===== src/rtl/qpsk_pkg.sv =====
// qpsk_pkg: shared types and widths for the QPSK demapper scheduler
package qpsk_pkg;
    localparam int SYM_W = 2;
    localparam int ENTRY_W = 2 * SYM_W;
    typedef enum logic [1:0] {IDLE, SEND_I, SEND_Q} state_t;
endpackage


===== src/rtl/qpsk_demap_sched_if.sv =====
// qpsk_demap_sched_if: decided-symbol input and serialized bit-stream output
interface qpsk_demap_sched_if;
    logic [qpsk_pkg::SYM_W-1:0] sym_i;
    logic [qpsk_pkg::SYM_W-1:0] sym_q;
    logic                       sym_valid;
    logic [qpsk_pkg::SYM_W-1:0] out_data;
    logic                       out_valid;
    logic                       out_ready;
    logic                       out_sof;
    logic                       out_eof;
    modport master (
        output sym_i, sym_q, sym_valid, out_ready,
        input  out_data, out_valid, out_sof, out_eof
    );
    modport slave (
        input  sym_i, sym_q, sym_valid, out_ready,
        output out_data, out_valid, out_sof, out_eof
    );
endinterface


===== src/rtl/qpsk_sym_fifo.sv =====
// qpsk_sym_fifo: synchronous symbol FIFO with first-word head output
module qpsk_sym_fifo import qpsk_pkg::*; #(
    parameter int FIFO_DEPTH = 4
) (
    input  logic                        clk_fs,
    input  logic                        rst,
    input  logic                        push,
    input  logic                        pop,
    input  logic [ENTRY_W-1:0]          din,
    output logic [ENTRY_W-1:0]          dout,
    output logic [$clog2(FIFO_DEPTH):0] level,
    output logic                        full,
    output logic                        empty
);
    localparam int AW = $clog2(FIFO_DEPTH);
    logic [ENTRY_W-1:0] mem [FIFO_DEPTH];
    logic [AW-1:0] wr_ptr, rd_ptr;
    logic do_push, do_pop;
    assign full = level == (AW + 1)'(FIFO_DEPTH);
    assign empty = level == '0;
    assign do_pop = pop && !empty;
    assign do_push = push && (!full || do_pop);
    assign dout = mem[rd_ptr];
    always_ff @(posedge clk_fs) begin
        if (rst) begin
            wr_ptr <= '0;
            rd_ptr <= '0;
            level <= '0;
        end else begin
            if (do_push) mem[wr_ptr] <= din;
            wr_ptr <= wr_ptr + AW'(do_push);
            rd_ptr <= rd_ptr + AW'(do_pop);
            level <= level + (AW + 1)'(do_push) - (AW + 1)'(do_pop);
        end
    end
endmodule


===== src/rtl/qpsk_demap_sched.sv =====
// qpsk_demap_sched: buffers I/Q decisions and serializes them I-then-Q with frame marks
module qpsk_demap_sched import qpsk_pkg::*; #(
    parameter int FIFO_DEPTH = 4,
    parameter int FRAME_LEN = 64
) (
    input  logic                        clk_fs,
    input  logic                        rst,
    input  logic                        en,
    qpsk_demap_sched_if.slave           bus,
    output logic                        ovf,
    output logic [$clog2(FIFO_DEPTH):0] fifo_level
);
    localparam int CW = (FRAME_LEN > 1) ? $clog2(FRAME_LEN) : 1;
    localparam logic [CW-1:0] LAST = CW'(FRAME_LEN - 1);
    state_t state;
    logic [SYM_W-1:0] hold_i, hold_q;
    logic [CW-1:0] sym_cnt, cnt_nxt;
    logic [ENTRY_W-1:0] head;
    logic full, empty, pop, push;
    assign cnt_nxt = (sym_cnt == LAST) ? '0 : sym_cnt + 1'b1;
    assign pop = en && !empty && (state == IDLE || (state == SEND_Q && bus.out_ready));
    assign push = bus.sym_valid && (!full || pop);
    assign bus.out_data = (state == SEND_Q) ? hold_q : hold_i;
    qpsk_sym_fifo #(.FIFO_DEPTH(FIFO_DEPTH)) u_fifo (
        .clk_fs (clk_fs),
        .rst    (rst),
        .push   (push),
        .pop    (pop),
        .din    ({bus.sym_i, bus.sym_q}),
        .dout   (head),
        .level  (fifo_level),
        .full   (full),
        .empty  (empty)
    );
    // en only gates pops, so a started symbol always finishes its Q word
    always_ff @(posedge clk_fs) begin
        if (rst) begin
            state <= IDLE;
            hold_i <= '0;
            hold_q <= '0;
            sym_cnt <= '0;
            ovf <= 1'b0;
            bus.out_valid <= 1'b0;
            bus.out_sof <= 1'b0;
            bus.out_eof <= 1'b0;
        end else begin
            if (bus.sym_valid && !push) ovf <= 1'b1;
            if (pop) {hold_i, hold_q} <= head;
            case (state)
                IDLE: if (pop) begin
                    state <= SEND_I;
                    bus.out_valid <= 1'b1;
                    bus.out_sof <= sym_cnt == '0;
                    bus.out_eof <= 1'b0;
                end
                SEND_I: if (bus.out_ready) begin
                    state <= SEND_Q;
                    bus.out_sof <= 1'b0;
                    bus.out_eof <= sym_cnt == LAST;
                end
                SEND_Q: if (bus.out_ready) begin
                    sym_cnt <= cnt_nxt;
                    state <= pop ? SEND_I : IDLE;
                    bus.out_valid <= pop;
                    bus.out_sof <= pop && cnt_nxt == '0;
                    bus.out_eof <= 1'b0;
                end
                default: state <= IDLE;
            endcase
        end
    end
endmodule


===== src/flat_wrapper.sv =====
// flat-port wrapper written by rule: the top's interface ports become plain ports
module qpsk_demap_sched_flat import qpsk_pkg::*;
#(
    parameter int FIFO_DEPTH = 4,
    parameter int FRAME_LEN = 64
)
  (clk_fs, rst, en, ovf, fifo_level, bus_sym_i, bus_sym_q, bus_sym_valid, bus_out_ready, bus_out_data, bus_out_valid, bus_out_sof, bus_out_eof);
  qpsk_demap_sched_if bus_i ();
  input  logic clk_fs;
  input  logic rst;
  input  logic en;
  output logic ovf;
  output logic [$clog2(FIFO_DEPTH):0] fifo_level;
  input wire logic [$bits(bus_i.sym_i)-1:0] bus_sym_i;
  input wire logic [$bits(bus_i.sym_q)-1:0] bus_sym_q;
  input wire logic [$bits(bus_i.sym_valid)-1:0] bus_sym_valid;
  input wire logic [$bits(bus_i.out_ready)-1:0] bus_out_ready;
  output wire logic [$bits(bus_i.out_data)-1:0] bus_out_data;
  output wire logic [$bits(bus_i.out_valid)-1:0] bus_out_valid;
  output wire logic [$bits(bus_i.out_sof)-1:0] bus_out_sof;
  output wire logic [$bits(bus_i.out_eof)-1:0] bus_out_eof;
  assign bus_i.sym_i = bus_sym_i;
  assign bus_i.sym_q = bus_sym_q;
  assign bus_i.sym_valid = bus_sym_valid;
  assign bus_i.out_ready = bus_out_ready;
  assign bus_out_data = bus_i.out_data;
  assign bus_out_valid = bus_i.out_valid;
  assign bus_out_sof = bus_i.out_sof;
  assign bus_out_eof = bus_i.out_eof;
  qpsk_demap_sched #(.FIFO_DEPTH(FIFO_DEPTH), .FRAME_LEN(FRAME_LEN)) u_core (.clk_fs(clk_fs), .rst(rst), .en(en), .bus(bus_i), .ovf(ovf), .fifo_level(fifo_level));
endmodule

===== config.mk =====
export PLATFORM = sky130hd
export DESIGN_NAME = qpsk_demap_sched_flat
export DESIGN_NICKNAME = d
export VERILOG_FILES = /design/src/rtl/qpsk_pkg.sv /design/src/rtl/qpsk_demap_sched_if.sv /design/src/rtl/qpsk_sym_fifo.sv /design/src/rtl/qpsk_demap_sched.sv /design/src/flat_wrapper.sv
export SDC_FILE = /design/constraint.sdc
export NUM_CORES = 1
export LEC_CHECK = 0
export CORE_ASPECT_RATIO = 0.7
export CORE_UTILIZATION = 40
export DETAILED_ROUTE_END_ITERATION = 10
export GPL_ROUTABILITY_DRIVEN = 0
export HOLD_SLACK_MARGIN = 0.05
export SETUP_SLACK_MARGIN = 0.15
export SLEW_MARGIN = 30
export SYNTH_ARGS = -nofsm -noshare
export SYNTH_HDL_FRONTEND = slang
export SYNTH_SLANG_ARGS = --single-unit

===== constraint.sdc =====
create_clock -name clk_fs -period 3.57 [get_ports clk_fs]
set_clock_uncertainty 0.1 [all_clocks]
set_input_delay 0.5355 -clock clk_fs [delete_from_list [all_inputs] [get_ports clk_fs]]
set_output_delay 0.5355 -clock clk_fs [all_outputs]
set_load 0.02 [all_outputs]

==> impl_metrics.yaml, run 1 <==
status:
  status: "finished with violations"
  violations: "design-rule violations"
timing:
  fmaxAchievable_mhz: 331
  fin_tns_setup_ns: 0
  rsz0062_at_grt: "no"
  setup_slack_ns: 0.547
  setup_viol: 0
  final_hold_viol_count: 0
  timing.hold.ws_ns: 0.398
  fin_crit_ns: 3.02
  final-max-slew-violation-count: 0
  slew_headroom: 0.497
  timing.final.crit_share: 0.847
  worstMarginPinSlew_ns: 0.752
yosys:
  syn_area_per_cell_um2: 11.1
  synthesis.area_um2: 1890
  synth_nets: 191
  ys.flop_type: "dfxtp_1"
  synth_enable_flop_cells: 16
  synth-async-reset-ratio: 0
  synthTopCellsByArea: "edfxtp_1, dfxtp_1, ha_1, mux4_2, nor2_1"
  postSynthCellCount: 171
  yosys_warnings: 0
  synth_cell_types: 48
  yosysSeqAreaShare: 0.497
  synth_top_cell_area_share: 0.254
  ys_ff_latch: 39
  yosysTopAreaCell: "edfxtp_1"
route:
  routed_via_density: 5.29
  drt_iter0_drc: 61
  drt_pre_antenna_iters: 7
  drc: 2
  vias: 1307
  routedWlPerCell_um: 14.8
  routed_wl_mm: 3.65
  ant_nets: 0
clocking:
  numCtsBuffers: 5
  hold_buffers: 0
  post_cts_buffers: 0
  cts_buffer_depth: 2
  clkTransAtPathRegs_ns: 0.07
  cts_tree: "done"
  clockRootBuffer: "clkbuf_8"
  cts_max_level: 2
  insertion_delay_ns: 0.28
  clock_sinks: 39
  post_cts_resized: 0
power:
  seq_power_share: 0.441
  internal_power_mw: 0.908
  finalPower_mw: 1.37
  power_frac_comb: 0.362
  cellPowerDensity_nw_per_um2: 623
  switching_power_mw: 0.462
  switching_share: 0.337
  leakage_nw: 0.809
  ir_worst_vdd_v: 0.000317
  clockPowerShare: 0.197
placement:
  place_hpwl_mm: 2.69
  dp_slack_ns: 0.285
  portBuffers: 17
  placed_area_um2: 2120
global_route:
  grt_pass1_wl_mm: 5.93
  grt_remaining_overflow: 0
  grtUsageTotal: 0.160
  grt_max_degree: 21
  antenna_found_initial: 0
  grt_pass1_vias: 1241
setup_path:
  cp_max_fo: 8
  ff2ff_path_depth: 12
  rr_startpoint: "u_core.state[0]"
  startpoint_type: "input pin"
  r2r-end: "u_core.u_fifo.level[2]"
  critPathKind: "in -> reg"
  endpoint_kind: "flip-flop"
  cp.required_ns: 3.61
  crit_arrival_ns: 3.06
  rrSetupSlack_ns: 0.59
die:
  die-area_um2: 5020
  die_width_um: 84.3
  io_pins: 18
  start_util: 0.428
  rows: 20
  core_area_um2: 4430
  die_h_um: 59.6
min_path:
  hold_depth: 2
  worstHoldPathType: "reg -> reg"
  min_to: "u_core.hold_q[1]"
  hold_start: "u_core.hold_q[1]"
layout:
  final_nets: 211
  area_delta_synth_final_pct: 16.1
  fin_area_um2: 2200
  final_layout_size_suffix_gt1_frac: 0.104
  diodes: 0
run:
  maxCapViolations: 0
## cell usage after synthesis, types with 4 or more instances
master,n
a21oi_1,9
clkbuf_1,4
dfxtp_1,23
edfxtp_1,16
ha_1,10
inv_1,8
mux2i_1,6
mux4_2,4
nand2_1,10
nor2_1,19
nor3_1,4
nor4_1,5
## layout by cell type, fill, tap and decap left out, drive strengths merged, types with 3 or more instances in the layout
| cell type | Yosys | routed |
|---|---|---|
| dfxtp | 23 | 23 |
| nor2 | 19 | 19 |
| clkdlybuf4s50 | 0 | 17 |
| edfxtp | 16 | 16 |
| nand2 | 11 | 11 |
| ha | 10 | 10 |
| a21oi | 9 | 9 |
| inv | 9 | 9 |
| mux2i | 6 | 6 |
| clkbuf | 4 | 6 |
| nor4 | 5 | 5 |
| o21ai | 5 | 5 |
| nor3 | 4 | 4 |
| mux4 | 4 | 4 |
| buf | 4 | 4 |
| xor2 | 3 | 3 |
| nand3 | 3 | 3 |
| o31ai | 3 | 3 |
## power by group through the flow
stage,sequential (mW),combinational [mW],clock (mW)
after floorplan,0.624,0.335,0
after global placement,0.611,0.479,0
after detailed placement,0.614,0.494,0
after CTS,0.605,0.498,0.281
after global routing,0.617,0.547,0.300
final,0.604,0.496,0.270
## stage by stage
step                std cells  utilization
floorplan                 171            -
global placement          239        0.479
detailed placement        239        0.479
CTS                       247        0.497
global route              247        0.497
finish                    247        0.497
## critical path, stage by stage
cell             delay [ns]
clkdlybuf4s50_1        0.61
a21oi_1                0.14
or2_1                  0.39
nor2_1                 0.25
o21bai_1               0.15
ha_1                   0.17
inv_1                  0.05
fa_1                   0.38
xor2_1                 0.16
xnor2_1                0.15
nor2_1                 0.05
## cell type report
| type | instances | area, um2 |
|---|---|---|
| sequential | 39 | 941 |
| timing repair buffer | 21 | 200 |
| clock inverter | 2 | 7.51 |
| tap | 55 | 68.8 |
| inverter | 9 | 33.8 |
| fill | 405 | 2230 |
| clock buffer | 6 | 72.6 |
| multi-input combinational | 115 | 876 |
## logic make-up after synthesis
kind of cell	Yosys count	share of synthesized area
AO/OA/AOI/OAI	30	0.114
flip-flops	39	0.497
adder cells (fa/ha/maj)	11	0.0766
buffers and inverters	17	0.0409
AND/OR/NAND/NOR	57	0.157
multiplexers	12	0.0912
XOR/XNOR	5	0.0231
## worst max path at each step
stage                               start                     end
after global routing      u_core.state[0]  u_core.u_fifo.level[2]
after floorplan           u_core.state[0]  u_core.u_fifo.level[2]
after global placement      bus_out_ready  u_core.u_fifo.level[2]
after CTS                   bus_out_ready  u_core.u_fifo.level[2]
final                       bus_out_ready  u_core.u_fifo.level[2]
after detailed placement    bus_out_ready  u_core.u_fifo.level[2]
## sequential cells by signal, indices dropped and copies added, names as in the netlist, 2 cells and up
signal / count
u_core.u_fifo.rd_ptr: 2
u_core.u_fifo.mem: 16
u_core.u_fifo.wr_ptr: 2
u_core.state: 2
u_core.hold_q: 2
u_core.u_fifo.level: 3
u_core.hold_i: 2
u_core.sym_cnt: 6
## routing by layer
layer	vias up	track usage	share of wire
li1	663	-	-
met1	612	0.222	0.54
met2	27	0.246	0.41
met3	5	0.0446	0.041
met4	0	0.0517	0.0088
met5	-	0	0
Power figures use the tool's default switching activity.
==> run 2: changes to the inputs <==
Clock period 3.57 ns to 2.9 ns, I/O delays scaled along.
==> run 2 against run 1 <==
  * Die area stayed put
  * Largest power group unchanged
  * Hold slack better by 0.0016 ns
  * Final cell count is 3.2% higher
  * Combinational power is 33% higher
  * Non-clock buffer count is 8 higher
  * Register-to-register slack worse by 0.21 ns
  * Sequential power is 23% higher
  * Highest routed layer unchanged
  * The flow still finishes with violations (design-rule violations)
  * Critical endpoint is now bus_out_data[0]
  * Total power is 28% higher
  * Worst setup slack worse by 0.19 ns
  * Largest cell class unchanged
  * Sequential share of layout area is 1.3 points lower
==> impl_metrics.yaml, run 2 (synthesis results as in run 1) <==
power:
  ir_worst_vdd_v: 0.000417
  cellPowerDensity_nw_per_um2: 771
  leakage_nw: 0.848
clocking:
  clockRootBuffer: "clkbuf_8"
  clkTransAtPathRegs_ns: 0.08
  cts_tree: "done"
  cts_max_level: 2
  insertion_delay_ns: 0.29
  numCtsBuffers: 5
  post_cts_buffers: 0
  clock_sinks: 39
  cts_buffer_depth: 2
  hold_buffers: 0
timing:
  final-max-slew-violation-count: 0
  slew_headroom: 0.715
  rsz0062_at_grt: "no"
  fmaxAchievable_mhz: 393
  final_hold_viol_count: 0
  fin_tns_setup_ns: 0
  setup_slack_ns: 0.353
  setup_viol: 0
  timing.final.crit_share: 0.878
  fin_crit_ns: 2.55
  worstMarginPinSlew_ns: 0.427
route:
  drt_pre_antenna_iters: 8
  drt_iter0_drc: 62
  ant_nets: 0
  routed_wl_mm: 3.75
  routedWlPerCell_um: 14.7
  vias: 1373
  drc: 2
  routed_via_density: 5.38
setup_path:
  cp.required_ns: 2.37
  crit_slowest_cell: "clkdlybuf4s50_1"
  path_buf_inv: 3
  cp_max_fo: 8
  critPathKind: "reg -> out"
  crit_chain: "inv_1, ha_1, buf_4, mux2_2, clkdlybuf4s50_1"
  crit_path_max_incr_delay_ns: 0.59
  endpoint_kind: "primary output"
  cp_top_family: "buffers and inverters"
  startpoint_type: "flip-flop"
  crit_arrival_ns: 2.01
  rrSetupSlack_ns: 0.38
layout:
  final_layout_size_suffix_gt1_frac: 0.160
  layout_common_cells: "dfxtp_1, nor2_1, clkdlybuf4s50_1"
  reg.largest.list: "u_core.u_fifo.mem x16, u_core.sym_cnt x6, u_core.u_fifo.level x3"
  layout_commonest_cell: "dfxtp_1"
  diodes: 0
  layout.cells.non_filler: 255
  area_delta_synth_final_pct: 19.9
  regMostFlops: "u_core.u_fifo.mem"
  fin_area_um2: 2270
  largest_reg_flops: 16
  final_nets: 219
  fillerInstances: 406
die:
  die_width_um: 84.3
  core_area_um2: 4430
  io_pins: 18
  start_util: 0.428
  rows: 20
  die_h_um: 59.6
  die-area_um2: 5020
min_path:
  worstHoldPathType: "reg -> reg"
global_route:
  grt_max_degree: 13
  grt_remaining_overflow: 0
  antenna_found_initial: 0
  grt_pass1_vias: 1294
  grtUsageTotal: 0.170
  grt_pass1_wl_mm: 6.36
placement:
  place_hpwl_mm: 2.78
  placed_area_um2: 2180
  dp_cells: 247
  portBuffers: 17
  dp_slack_ns: 0.149
status:
  status: "finished with violations"
  violations: "design-rule violations"
run:
  maxCapViolations: 0
==> run 2: path summary, 6_finish.rpt <==
kind	from	end	cells after the start
worst max-delay path	u_core.state[0]	bus_out_data[0]	5
worst min register to register	u_core.ovf	u_core.ovf	2
worst max register to register	u_core.state[0]	u_core.u_fifo.level[2]	12
worst min-delay path	u_core.ovf	u_core.ovf	2
==> run 2: per-stage QoR <==
stage	util	hold WS [ns]	total power, mW
finish	0.513	0.400	1.75
global route	0.513	0.449	1.88
CTS	0.511	0.407	1.76
detailed placement	0.492	0.369	1.40
global placement	0.492	0.371	1.38
floorplan	-	0.358	1.18
==> run 2: tightest hold or removal path, delay by kind of cell, from the launching register on <==
| kind | cells | cell delay, ns |
|---|---|---|
| flops | 1 | 0.34 |
| compound gates | 1 | 0.04 |
| simple gates | 1 | 0.08 |
==> run 2: what timing repair did <==
item                                   4_1_cts  5_1_grt
gates resized for setup                      0        2
endpoints found under the hold margin        0        0
setup endpoints to repair                    0        1
==> run 2: layout make-up <==
class / count / area [um2] / share of cell area
clock inverter: 2 / 12.5 / 0.00551
inverter: 9 / 33.8 / 0.0149
clock buffer: 6 / 72.6 / 0.0320
sequential: 39 / 941 / 0.414
timing repair buffer: 29 / 260 / 0.115
multi-input combinational: 115 / 882 / 0.388
tap: 55 / 68.8 / 0.0303
==> run 2: report_power, final <==
part           total [mW]  switching, mW  internal, mW  leakage, nW
sequential          0.741         0.0889         0.652        0.333
combinational       0.659          0.322         0.337        0.474
clock               0.351          0.183         0.168       0.0412
total                1.75          0.594          1.16        0.848
==> run 2: per-layer routing <==
metal | share of wire | global-route usage
met2 | 0.43 | 0.252
met1 | 0.52 | 0.241
met3 | 0.039 | 0.0432
met5 | 0 | 0
met4 | 0.0099 | 0.0665
